[src/rtl/icache_refill_axi.sv]
// AXI4 read-burst refill engine: one 8-beat burst per I-cache miss, delivered as a 256-bit line.
// Define ICACHE_CRITICAL_WORD_FIRST_EN for a WRAP burst starting at the missing word plus an early critical-word pulse.
module icache_refill_axi #(
  parameter int              LINE_WORDS = 8,
  parameter int              ID_W       = 4,
  parameter logic [ID_W-1:0] AXI_ID     = '0
) (
  input  logic                    clk,
  input  logic                    rst,
  input  logic                    req_valid,
  output logic                    req_ready,
  input  logic [31:0]             req_addr,
  output logic                    line_valid,
  output logic [32*LINE_WORDS-1:0] line_data,
  output logic                    line_err,
  output logic                    crit_valid,
  output logic [31:0]             crit_data,
  output logic [ID_W-1:0]         arid,
  output logic [31:0]             araddr,
  output logic [7:0]              arlen,
  output logic [2:0]              arsize,
  output logic [1:0]              arburst,
  output logic                    arvalid,
  input  logic                    arready,
  input  logic [ID_W-1:0]         rid,
  input  logic [31:0]             rdata,
  input  logic [1:0]              rresp,
  input  logic                    rlast,
  input  logic                    rvalid,
  output logic                    rready
);

  localparam int CW = $clog2(LINE_WORDS);

  typedef enum logic [1:0] {S_IDLE, S_ADDR, S_DATA, S_DONE} state_t;

  state_t                    state_q, state_d;
  logic [31:0]               araddr_q, araddr_d;
  logic [CW-1:0]             slot_q, slot_d;
  logic [CW-1:0]             nbeat_q, nbeat_d;
  logic                      err_q, err_d;
  logic [32*LINE_WORDS-1:0]  line_data_q, line_data_d;
  logic                      arvalid_q, arvalid_d;
  logic                      rready_q, rready_d;
  logic                      line_valid_q, line_valid_d;
  logic                      line_err_q, line_err_d;
  logic                      crit_valid_q, crit_valid_d;
  logic [31:0]               crit_data_q, crit_data_d;
  logic                      last_beat;
  logic                      unused_sig;

  assign unused_sig = ^{rid, req_addr[4:0]};

  assign req_ready  = (state_q == S_IDLE);
  assign arvalid    = arvalid_q;
  assign rready     = rready_q;
  assign line_valid = line_valid_q;
  assign line_err   = line_err_q;
  assign line_data  = line_data_q;
  assign crit_valid = crit_valid_q;
  assign crit_data  = crit_data_q;
  assign araddr     = araddr_q;
  assign arid       = AXI_ID;
  assign arlen      = 8'(LINE_WORDS - 1);
  assign arsize     = 3'b010;
`ifdef ICACHE_CRITICAL_WORD_FIRST_EN
  assign arburst    = 2'b10;
`else
  assign arburst    = 2'b01;
`endif

  always_comb begin
    state_d      = state_q;
    araddr_d     = araddr_q;
    slot_d       = slot_q;
    nbeat_d      = nbeat_q;
    err_d        = err_q;
    line_data_d  = line_data_q;
    line_valid_d = 1'b0;
    line_err_d   = 1'b0;
    crit_valid_d = 1'b0;
    crit_data_d  = '0;
    last_beat    = 1'b0;
    case (state_q)
      S_IDLE: begin
        if (req_valid) begin
`ifdef ICACHE_CRITICAL_WORD_FIRST_EN
          araddr_d = {req_addr[31:2], 2'b00};
          slot_d   = req_addr[4:2];
`else
          araddr_d = {req_addr[31:5], 5'b0};
          slot_d   = '0;
`endif
          nbeat_d  = '0;
          err_d    = 1'b0;
          state_d  = S_ADDR;
        end
      end
      S_ADDR: begin
        if (arready) state_d = S_DATA;
      end
      S_DATA: begin
        if (rvalid && rready_q) begin
          // Exit is decided by beats counted, not by slot index, so a wrapped burst still sees all 8.
          last_beat = (nbeat_q == CW'(LINE_WORDS - 1));
          line_data_d[32*slot_q +: 32] = rdata;
          slot_d  = slot_q + 1'b1;
          nbeat_d = nbeat_q + 1'b1;
          if (rresp != 2'b00 || rlast != last_beat) err_d = 1'b1;
`ifdef ICACHE_CRITICAL_WORD_FIRST_EN
          if (nbeat_q == '0) begin
            crit_valid_d = 1'b1;
            crit_data_d  = rdata;
          end
`endif
          if (rlast || last_beat) begin
            state_d      = S_DONE;
            line_valid_d = 1'b1;
            line_err_d   = err_d;
          end
        end
      end
      S_DONE: state_d = S_IDLE;
      default: state_d = S_IDLE;
    endcase
    arvalid_d = (state_d == S_ADDR);
    rready_d  = (state_d == S_DATA);
  end

  always_ff @(posedge clk) begin
    if (!rst) begin
      state_q      <= S_IDLE;
      araddr_q     <= '0;
      slot_q       <= '0;
      nbeat_q      <= '0;
      err_q        <= 1'b0;
      line_data_q  <= '0;
      arvalid_q    <= 1'b0;
      rready_q     <= 1'b0;
      line_valid_q <= 1'b0;
      line_err_q   <= 1'b0;
      crit_valid_q <= 1'b0;
      crit_data_q  <= '0;
    end else begin
      state_q      <= state_d;
      araddr_q     <= araddr_d;
      slot_q       <= slot_d;
      nbeat_q      <= nbeat_d;
      err_q        <= err_d;
      line_data_q  <= line_data_d;
      arvalid_q    <= arvalid_d;
      rready_q     <= rready_d;
      line_valid_q <= line_valid_d;
      line_err_q   <= line_err_d;
      crit_valid_q <= crit_valid_d;
      crit_data_q  <= crit_data_d;
    end
  end

endmodule

[config.mk]
export PLATFORM = sky130hd
export DESIGN_NAME = icache_refill_axi
export DESIGN_NICKNAME = d
export VERILOG_FILES = /design/src/rtl/icache_refill_axi.sv
export SDC_FILE = /design/constraint.sdc
export NUM_CORES = 1
export LEC_CHECK = 0
export CORE_MARGIN = 2
export CORE_UTILIZATION = 49
export CTS_CLUSTER_DIAMETER = 150
export CTS_CLUSTER_SIZE = 30
export DETAILED_ROUTE_END_ITERATION = 10
export PLACE_DENSITY = 0.86
export SLEW_MARGIN = 10
export SYNTH_ARGS = -nofsm -noshare
export SYNTH_HDL_FRONTEND = slang
export SYNTH_SLANG_ARGS = --single-unit
[constraint.sdc]
create_clock -name clk -period 6.8 [get_ports clk]
set_clock_uncertainty 0.2 [all_clocks]
set_input_delay 1.36 -clock clk [delete_from_list [all_inputs] [get_ports clk]]
set_output_delay 1.36 -clock clk [all_outputs]
set_load 0.02 [all_outputs]
Word level (Yosys, flattened, before mapping)
Index checks and enable logic that the tools add are counted.

Register bits: 296. Bits of input ports: 76. Logic and storage cells: 51.

Add/subtract/negate cells: 3. Eq/ne operators: 9. Shift-type cells: 2. Mux-type cells: 16. Reduce and logical (&&, ||, !) cells: 11.

Operator list (number): 256-bit bitwise mux (1); 32-bit by 34-bit variable shift with 256-bit output, first input constant (1); 32-bit by 34-bit indexed part select with 256-bit output (1); 8-bit negation with 34-bit output (1); 3-bit case mux with 2 select lines (2); 3-bit two-way mux (3); 2-bit two-way mux (4); 2-bit case mux with 4 select lines (1); 3-bit by 1-bit adder with 3-bit output, second input constant (2); 2-bit == test, second input constant (3); 3-bit AND reduction (2); 2-bit by 1-bit == test with 1-bit output, second input constant (2); 1-bit two-way mux (4); 2-bit != test, second input constant (2); 2-bit AND reduction (2); 4-bit AND reduction (1); 2-bit nonzero test (2); 3-bit == test, second input constant (1); 2-bit zero test (1); 1-bit logical OR (2); 1-bit case mux with 2 select lines (1); 1-bit logical AND (1); 1-bit != test (1).

Depth between registers and ports, before layout
Gate-level depths: netlist (run 1).

Depth after elaboration: 6. Depth in mapped cells: 9. Mapped depth without buffers: 7.

Worst setup path before layout (run 1)
Ideal clock, no wire load.

Kind: input port to flip-flop. Start: in req_valid. End: reg err_q. Library setup time: 115 ps. Arrival: 2267 ps. Required time: 6485 ps. Path slack: 4217 ps. Stages on the path: 5. Path through: or3b_2 buf_2 buf_2 nand2_1 nor2_1.

Cells in the longest elaborated chain, start to end: 2.

Ends and longest elaborated chain: start: declaration (RTL line 10) `input logic req_valid,`; 2-bit != test (no source line); 3-bit AND reduction (no source line); end signal: assignment (RTL line 149) `err_q <= err_d;`; end: declaration (RTL line 41) `logic err_q, err_d;`.

Every way passes these cells. A chain may end at the register's enable or synchronous reset.

Worst setup path after layout (run 1)
Start: in rvalid. End: reg line_data_q[167], in the netlist line_data[167].

Cells in the longest elaborated chain, start to end: 2.

Ends and longest elaborated chain: start: declaration (RTL line 29) `input logic rvalid,`; 1-bit logical AND (RTL line 103) `if (rvalid && rready_q) begin`; 2-bit AND reduction (no source line); end signal: assignment (RTL line 150) `line_data_q <= line_data_d;`; end: declaration (RTL line 42) `logic [32*LINE_WORDS-1:0] line_data_q, line_data_d;`.

Every way passes these cells.

==> results of run 1 <==
## where the power goes
group	leakage, nW	switching, mW	internal, mW
clock network	0.174	0.526	0.388
logic	4.37	0.136	0.0749
registers	2.39	0.00801	1.75
total	6.93	0.670	2.21
## through the flow
step                      instances  hold slack, ns  util, %
after detailed placement       1859           0.247     63.6
after global routing           1873           0.286     65.0
after global placement         1859           0.240     63.6
final                          1873           0.259     65.0
after floorplan                1327           0.237        -
after CTS                      1873           0.262     65.0
## cell type report
class / count / area, µm² / share of cell area, %
clock inverter: 1 / 30.0 / 0.190
inverter: 5 / 18.8 / 0.119
clock buffer: 13 / 325 / 2.06
tap: 324 / 405 / 2.56
timing repair buffer: 363 / 3630 / 22.9
multi-input combinational: 871 / 5490 / 34.7
sequential: 296 / 5930 / 37.5
## sequential cells by signal, indices dropped and copies added (netlist names)
register,count
arvalid,1
line_err,1
slot_q,3
nbeat_q,3
rready,1
err_q,1
line_valid,1
araddr,27
state_q,2
line_data,256
## critical path, cell delays in order
cell and delay, ns:
clkdlybuf4s50_1 0.47, and4b_1 0.78, and4b_2 0.70, buf_4 0.48
mux2i_1 0.24
## logic make-up after synthesis
kind of cell,count (synthesis),share of synthesized area (%)
compound gates,36,2.19
xor+xnor,2,0.144
fa+ha+maj,9,0.926
buf+inv,160,8.16
flops,296,48.7
mux,259,21.3
other cells,2,0.0617
simple gates,510,18.5
## per-layer routing
metal | vias up | share of wire [%] | track usage, %
met5 | - | 0 | 0
met4 | 0 | 3.4 | 9.17
met3 | 70 | 7.3 | 4.93
met2 | 388 | 48 | 44.9
met1 | 4661 | 41 | 32.5
li1 | 4667 | - | -
## worst max path at each step
stage | to | slack (ns) | cells past startpoint | start
after floorplan | err_q$_SDFFE_PN0P_ | 4.22 | 5 | req_valid
after global placement | line_data[160]$_SDFFE_PN0P_ | 2.48 | 5 | rvalid
after detailed placement | line_data[164]$_SDFFE_PN0P_ | 2.46 | 5 | rvalid
after CTS | line_data[164]$_SDFFE_PN0P_ | 2.96 | 5 | rvalid
after global routing | line_data[162]$_SDFFE_PN0P_ | 2.80 | 5 | rvalid
final | line_data[167]$_SDFFE_PN0P_ | 2.96 | 5 | rvalid
## placed cells by master (no fill, tap or decap), types with 8 or more instances in the layout
master,n
a21boi_1,20
buf_4,8
clkbuf_16,13
clkdlybuf4s50_1,353
conb_1,55
dfxtp_1,296
ha_1,9
mux2i_1,259
nand2_1,346
nand3_1,131
==> results.md, run 1 <==
* Leak at ~6.9 nW
* Max VDD drop at about 200 µV
* CTS resizes at 0
* Hold_buf cts at 0
* Initial antenna violation count at 0
* Io pins at 419
* Final setup violation count at 0
* Register area share after synthesis at 48.7%
* Routed WL at approximately 35000 µm
* Minimum clock period at 3.84 ns
* Reg2reg end: line_data[109]$_SDFFE_PN0P_
* Starting Density at 50.0%
* Fmax at 260 MHz
* Max-Cap Viols at 0
* Vias in the first global route at 9604
* RSZ-0062 raised after global routing: no
* Post-detail-place hpwl at 24200 µm
* Num CTS Buffers at 13
* CP arrival at 4.06 ns
* Antenna Cells at 0
* Synth area leaders: dfxtp_1 (49%), mux2i_1 (21%), nand2_1 (11%)
* Slew Viols, Final at 0
* Reg2reg start: slot_q[0]$_SDFFE_PN0P_
* Worst-path maximum fanout at 20
* Yosys top cell area share at just under 50%
* Fin crit share at 56.5%
* First-pass GRT wire length at 53900 µm
* Row Count at 57
* 1st-pass router iterations at 6
* Placement Cell Area at 15500 µm²
* Syn Inst Count at 1274
* Unique masters post-synth at 37
* TritonCTS clock tree: built
* DR WL/cell at 18.8 µm
* Hold Path Origin: araddr[29]$_SDFFE_PN0P_
* Hold Path Class: reg2reg
* Clock sinks at 296
* Drt drc at 0
* Port Buffers at around 350
* Design area at 15800 µm²
* Setup WS post-layout at 2.96 ns
* Outcome: completed
* DIE AREA at 26100 µm²
* Ys async rst share at 0%
* Via count at 9786
* Clock Latency Late Sink at 0.49 ns
* Reg-to-reg slack, setup at 3.31 ns
* Layout cell share with drive strength beyond 1 at 2.52%
* Worst reg2reg path depth at 7
* Hold Vio Cnt, Final at 0
* Crit path kind: in2reg
* Cell taking the most area after synthesis: dfxtp_1
* Ys Warns at 0
* Via-per-instance ratio at 5.22
* Total grt overflow at 0
* Die Span X at roughly 160 µm
* Required time worst endpoint at around 7.0 ns
* Setup bufs post-CTS at 0
* Worst-Margin Slew at 1.24 ns
* Post-synth EDFFs at 0
* Hold path endpoint: araddr[29]$_SDFFE_PN0P_
* Pin count of the biggest net entering global routing at roughly 190
* NumNets Final at 1635
* Tot GR Track Use at a little over a quarter
* Mean post-synth cell area at 9.55 µm²
* Hold Path Depth at 2
* Setup crit start kind: primary input
* Core area at 24300 µm²
* Overall Power at ~2.9 mW
* Total negative slack at 0 ns
* CTS Buffer Depth at 3
* Post-Syn Area at 12200 µm²
* H-tree depth at 1
* Main synth FF type: dfxtp_1
* Pre-CTS setup slack at 2.46 ns
* CTS root buffer: clkbuf_16
* Routability cong. at 0.805
* Max_slew headroom at 17.1%
* Most frequent cells after synthesis: nand2_1 (346), dfxtp_1 (296), mux2i_1 (259)
* Top-count cell post-synth: nand2_1
* Synth Register Bits at 296
* Area grow syn2layout at 30.0%
* Filler cells at 1920
* DR iter-0 viols at 706
* Cell Pwr Density at about 180 nW/µm²
* Worst setup EP type: flop
* Clock slew seen by the registers of the worst setup and hold paths at around 0.11 ns
* Die H at 162 µm
* ANT nets after route at 0
No activity file was read; power rests on OpenSTA's default activity.
==> run 2: changes to the inputs <==
--- a/config.mk
+++ b/config.mk
@@ -6,11 +6,11 @@
 export NUM_CORES = 1
 export LEC_CHECK = 0
 export CORE_MARGIN = 2
-export CORE_UTILIZATION = 49
+export CORE_UTILIZATION = 46
 export CTS_CLUSTER_DIAMETER = 150
 export CTS_CLUSTER_SIZE = 30
 export DETAILED_ROUTE_END_ITERATION = 10
-export PLACE_DENSITY = 0.86
+export PLACE_DENSITY = 0.81
 export SLEW_MARGIN = 10
 export SYNTH_ARGS = -nofsm -noshare
 export SYNTH_HDL_FRONTEND = slang
==> constraint.sdc (replaced) <==
create_clock -name clk -period 4 [get_ports clk]
set_clock_uncertainty 0.2 [all_clocks]
set_input_delay 0.8 -clock clk [delete_from_list [all_inputs] [get_ports clk]]
set_output_delay 0.8 -clock clk [all_outputs]
set_load 0.02 [all_outputs]
==> results.md, run 2 (same netlist as run 1, synthesis figures left out) <==
* Post-detail-place hpwl at 24400 µm (+0.76%)
* Clock Latency Late Sink at 0.49 ns (about the same)
* Setup bufs post-CTS at 0 (unchanged)
* Die Span X at 167 µm (+3.1%)
* Top Family by Delay on Critical Path: flip-flops
* Commonest non-fill, non-tap cell in the layout: clkdlybuf4s50_1
* Overall Power at 4.93 mW (+71%)
* Worst setup EP type: flop
* DR iter-0 viols at 603 (-15%)
* Max_slew headroom at 38.4% (+21 points)
* Setup WS post-layout at 0.745 ns (-2.22 ns)
* Fmax at 307 MHz
* Routed WL at 34900 µm (-1.2%)
* Leak at 6.98 nW (+0.67%)
* Total negative slack at 0 ns (unchanged)
* Drt drc at 0 (unchanged)
* Fin crit share at 81.4%
* CP Cell Sequence: inv_1 -> ha_1 -> ha_1 -> o31a_1 -> nand3_4 -> mux2i_1
* Placement Cell Area at 15600 µm² (+0.59%)
* Buf/Inv on CP at 1 (-1)
* Die H at 167 µm (+3.1%)
* Hold_buf cts at 0 (unchanged)
* Vias in the first global route at 9446 (-1.6%)
* Pin count of the biggest net entering global routing at 138 (-29%)
* Design area at 15900 µm² (+0.58%)
* Hold Vio Cnt, Final at 0 (unchanged)
* Clock sinks at 296 (unchanged)
* Clock slew seen by the registers of the worst setup and hold paths at 0.11 ns (about the same)
* Total grt overflow at 0 (unchanged)
* Num CTS Buffers at 13 (unchanged)
* Worst-Margin Slew at 0.923 ns (-0.315 ns)
* Final setup violation count at 0 (unchanged)
* First-pass GRT wire length at 53900 µm (about the same)
* H-tree depth at 1 (unchanged)
* Finished Core Util at 61.2% (-3.8 points)
* Via-per-instance ratio at 5.14 (-1.6%)
* Crit path kind: reg2reg
* Via count at 9720 (-0.67%)
* Setup crit start kind: flop
* Port Buffers at 354 (unchanged)
* Placed insts at 1877 (+0.97%)
* Most frequent cells in the layout: clkdlybuf4s50_1 (353), nand2_1 (346), dfxtp_1 (296)
* Worst-path maximum fanout at 32 (+60%)
* DR WL/cell at 18.4 µm (-2.1%)
* TritonCTS clock tree: built
* Fin Hold WS at 0.256 ns (-0.00218 ns)
* Tot GR Track Use at 24.0% (-2.0 points)
* CTS Buffer Depth at 3 (unchanged)
* Io pins at 419 (unchanged)
* Hold Path Class: reg2reg
* Max VDD drop at 331 µV (+65%)
* 1st-pass router iterations at 5 (-1)
* Pre-CTS setup slack at 0.521 ns (-1.94 ns)
* Largest register FFs at 256 (unchanged)
* Cell Pwr Density at 310 nW/µm² (+70%)
* CP max stage delay at 0.69 ns (-0.09 ns)
* Critical Path Slowest Stage Cell: dfxtp_1
* Slew Viols, Final at 0 (unchanged)
* Most used cell, CP: ha_1
* Required time worst endpoint at 4.20 ns (-2.82 ns)
* Row Count at 59 (+3.5%)
* NumNets Final at 1642 (+0.43%)
* Layout cell share with drive strength beyond 1 at 2.96% (+0.44 points)
* Area grow syn2layout at 30.8%
* Routability cong. at 0.807 (+0.24%)
* Starting Density at 46.8% (-3.2 points)
* DIE AREA at 27800 µm² (+6.4%)
* CP arrival at 3.46 ns (-0.60 ns)
* Fin cells at 1891 (+0.96%)
* Outcome: completed
* ANT nets after route at 0 (unchanged)
* Minimum clock period at 3.25 ns
* Initial antenna violation count at 0 (unchanged)
* Max-Cap Viols at 0 (unchanged)
* Antenna Cells at 0 (unchanged)
* CTS resizes at 0 (unchanged)
* Core area at 26000 µm² (+6.8%)
* RSZ-0062 raised after global routing: no
* CTS root buffer: clkbuf_16
## run 2: worst min-delay path: cells and delay by family (launching register included)
kind	cells	cell delay, ns
AO/OA/AOI/OAI	1	0.05
flip-flops	1	0.32
AND/OR/NAND/NOR	1	0.05
## run 2: cell type report
class,count,area (µm²)
Clock buffer,13,325
Clock inverter,1,30.0
Fill cell,2195,10100
Inverter,5,18.8
Multi-Input combinational cell,871,5490
Sequential cell,296,5930
Tap cell,335,419
Timing Repair Buffer,370,3710
## run 2: layer usage
metal	vias up	routed length, µm	GRT usage, %
li1	4675	-	-
met1	4684	15000	30.3
met2	302	17000	41.9
met3	59	1810	4.33
met4	0	1080	7.35
met5	-	0	0
## run 2: final timing paths
kind | start | end | slack, ns | cells after the start
setup / recovery | slot_q[0]$_SDFFE_PN0P_ | line_data[91]$_SDFFE_PN0P_ | 0.75 | 6
hold / removal | araddr[28]$_SDFFE_PN0P_ | araddr[28]$_SDFFE_PN0P_ | 0.26 | 2
setup reg to reg | slot_q[0]$_SDFFE_PN0P_ | line_data[91]$_SDFFE_PN0P_ | 0.75 | 6
hold reg to reg | araddr[28]$_SDFFE_PN0P_ | araddr[28]$_SDFFE_PN0P_ | 0.26 | 2
## run 2: power by group
group          switching [mW]  internal [mW]  total [mW]
clock network           0.919          0.660        1.58
logic                   0.234          0.130       0.364
registers              0.0138           2.97        2.98
==> run 3: changes to the inputs <==
==> constraint.sdc (replaced) <==
create_clock -name clk -period 3.07 [get_ports clk]
set_clock_uncertainty 0.2 [all_clocks]
set_input_delay 0.614 -clock clk [delete_from_list [all_inputs] [get_ports clk]]
set_output_delay 0.614 -clock clk [all_outputs]
set_load 0.02 [all_outputs]
==> results.md, run 3 (same netlist as run 1, synthesis figures left out) <==
* Minimum clock period at 2.61 ns (-0.643 ns)
* Num CTS Buffers at 13 (unchanged)
* Max_slew headroom at 56.7% (+18 points)
* Filler cells at 2153 (-1.9%)
* Total grt overflow at 0 (unchanged)
* Hold path endpoint: araddr[26]$_SDFFE_PN0P_
* Total negative slack at 0 ns (unchanged)
* Die H at 167 µm (unchanged)
* Io pins at 419 (unchanged)
* Fmax at 383 MHz (+25%)
* Pre-CTS setup slack at 0.412 ns (-0.109 ns)
* DR iter-0 viols at 662 (+9.8%)
* Routed wl met2 at 17000 µm (-0.18%)
* Antenna Cells at 0 (unchanged)
* Worst reg2reg path depth at 7 (+1)
* Placement Cell Area at 15700 µm² (+1.2%)
* Met3 wire len at 2010 µm (+11%)
* Final setup violation count at 0 (unchanged)
* Worst setup EP type: flop
* Tot GR Track Use at 24.3% (+0.29 points)
* Initial antenna violation count at 0 (unchanged)
* Largest register FFs at 256 (unchanged)
* Pin count of the biggest net entering global routing at 115 (-17%)
* Max-Cap Viols at 0 (unchanged)
* Layout cell share with drive strength beyond 1 at 4.01% (+1.0 points)
* Starting Density at 46.8% (unchanged)
* Leak at 7.07 nW (+1.4%)
* Commonest non-fill, non-tap cell in the layout: clkdlybuf4s50_1
* Via count at 9729 (+0.093%)
* Reg-to-reg slack, setup at 0.46 ns (-0.29 ns)
* CTS resizes at 0 (unchanged)
* Clock Latency Late Sink at 0.49 ns (about the same)
* Area grow syn2layout at 32.3%
* Core area at 26000 µm² (unchanged)
* DR WL/cell at 18.2 µm (-1.2%)
* Port Buffers at 354 (unchanged)
* Met1 WL at 14700 µm (-2.2%)
* Via-per-instance ratio at 5.10 (-0.80%)
* TritonCTS clock tree: built
* Routability cong. at 0.823 (+2.1%)
* Setup bufs post-CTS at 0 (unchanged)
* DIE AREA at 27800 µm² (unchanged)
* Setup crit start kind: flop
* Hold Path Origin: araddr[26]$_SDFFE_PN0P_
* Clock slew seen by the registers of the worst setup and hold paths at 0.11 ns (about the same)
* CP arrival at 2.82 ns (-0.64 ns)
* Drt drc at 0 (unchanged)
* Vias in the first global route at 9636 (+2.0%)
* CTS Buffer Depth at 3 (unchanged)
* Cell Pwr Density at 398 nW/µm² (+28%)
* Die Span X at 167 µm (unchanged)
* H-tree depth at 1 (unchanged)
* Hold Path Class: reg2reg
* RSZ-0062 raised after global routing: no
* Slew Viols, Final at 0 (unchanged)
* First-pass GRT wire length at 54500 µm (+1.2%)
* Max VDD drop at 396 µV (+20%)
* Hold Path Depth at 2 (unchanged)
* 1st-pass router iterations at 4 (-1)
* Routed WL at 34800 µm (-0.28%)
* Top layer reached by signal wires: met4
* Worst-Margin Slew at 0.649 ns (-0.274 ns)
* Clock sinks at 296 (unchanged)
* Post-detail-place hpwl at 24800 µm (+1.6%)
* Outcome: completed
* Hold_buf cts at 0 (unchanged)
* CTS root buffer: clkbuf_16
* Most frequent cells in the layout: clkdlybuf4s50_1 (353), nand2_1 (346), dfxtp_1 (296)
* Reg2reg start: slot_q[1]$_SDFFE_PN0P_
* Setup WS post-layout at 0.458 ns (-0.287 ns)
* Hold Vio Cnt, Final at 0 (unchanged)
* Row Count at 59 (unchanged)
* Design area at 16100 µm² (+1.2%)
* Finished Core Util at 62.0% (+0.73 points)
* ANT nets after route at 0 (unchanged)
* Required time worst endpoint at 3.28 ns (-0.92 ns)
* Crit path kind: reg2reg
* Reg2reg end: line_data[121]$_SDFFE_PN0P_
* NumNets Final at 1659 (+1.0%)
* Worst-path maximum fanout at 32 (unchanged)
* Fin crit share at 85.1% (+3.7 points)
## run 3: changes by cell type in the layout (fill, tap and decap cells not counted), sizes merged
cell | previous run | this run
buf | 17 | 34
## run 3: report_power, final
group	switching, mW	total [mW]	internal [mW]
logic	0.306	0.485	0.179
registers	0.0171	3.89	3.87
clock network	1.18	2.03	0.859
total	1.50	6.40	4.91
## run 3: cell type report
class	count	area [µm²]	share of cell area [%]
Timing Repair Buffer	387	3900	24.2
Sequential cell	296	5930	36.8
Inverter	5	18.8	0.117
Tap cell	335	419	2.60
Clock buffer	13	325	2.02
Clock inverter	1	30.0	0.187
Multi-Input combinational cell	871	5490	34.1
## run 3: per-layer routing
| metal | global-route usage [%] | vias up |
|---|---|---|
| li1 | - | 4710 |
| met1 | 30.4 | 4660 |
| met2 | 42.7 | 299 |
| met3 | 4.13 | 60 |
| met4 | 7.91 | 0 |
| met5 | 0 | - |
## run 3: how the worst max path moves through the flow
stage | start | to | slack, ns | cells after the start
global route | slot_q[1]$_SDFFE_PN0P_ | line_data[121]$_SDFFE_PN0P_ | 0.27 | 7
finish | slot_q[1]$_SDFFE_PN0P_ | line_data[121]$_SDFFE_PN0P_ | 0.46 | 7
floorplan | slot_q[0]$_SDFFE_PN0P_ | line_data[130]$_SDFFE_PN0P_ | 0.77 | 8
global placement | rvalid | line_data[190]$_SDFFE_PN0P_ | 0.46 | 6
detailed placement | rvalid | line_data[184]$_SDFFE_PN0P_ | 0.41 | 6
CTS | slot_q[1]$_SDFFE_PN0P_ | line_data[121]$_SDFFE_PN0P_ | 0.46 | 7
## run 3: critical path: stages, from the launching register on
cell     delay, ns
dfxtp_1       0.46
inv_1         0.10
ha_1          0.19
ha_1          0.36
o31a_1        0.26
nand3_4       0.13
buf_4         0.54
mux2i_1       0.29
## run 3: through the flow
stage	power, mW	hold WS (ns)	std cells
2_1_floorplan	4.27	0.237	1327
3_3_place_gp	4.45	0.241	1894
3_5_place_dp	4.45	0.244	1894
4_1_cts	6.49	0.260	1908
5_1_grt	6.65	0.279	1908
6_report	6.40	0.258	1908
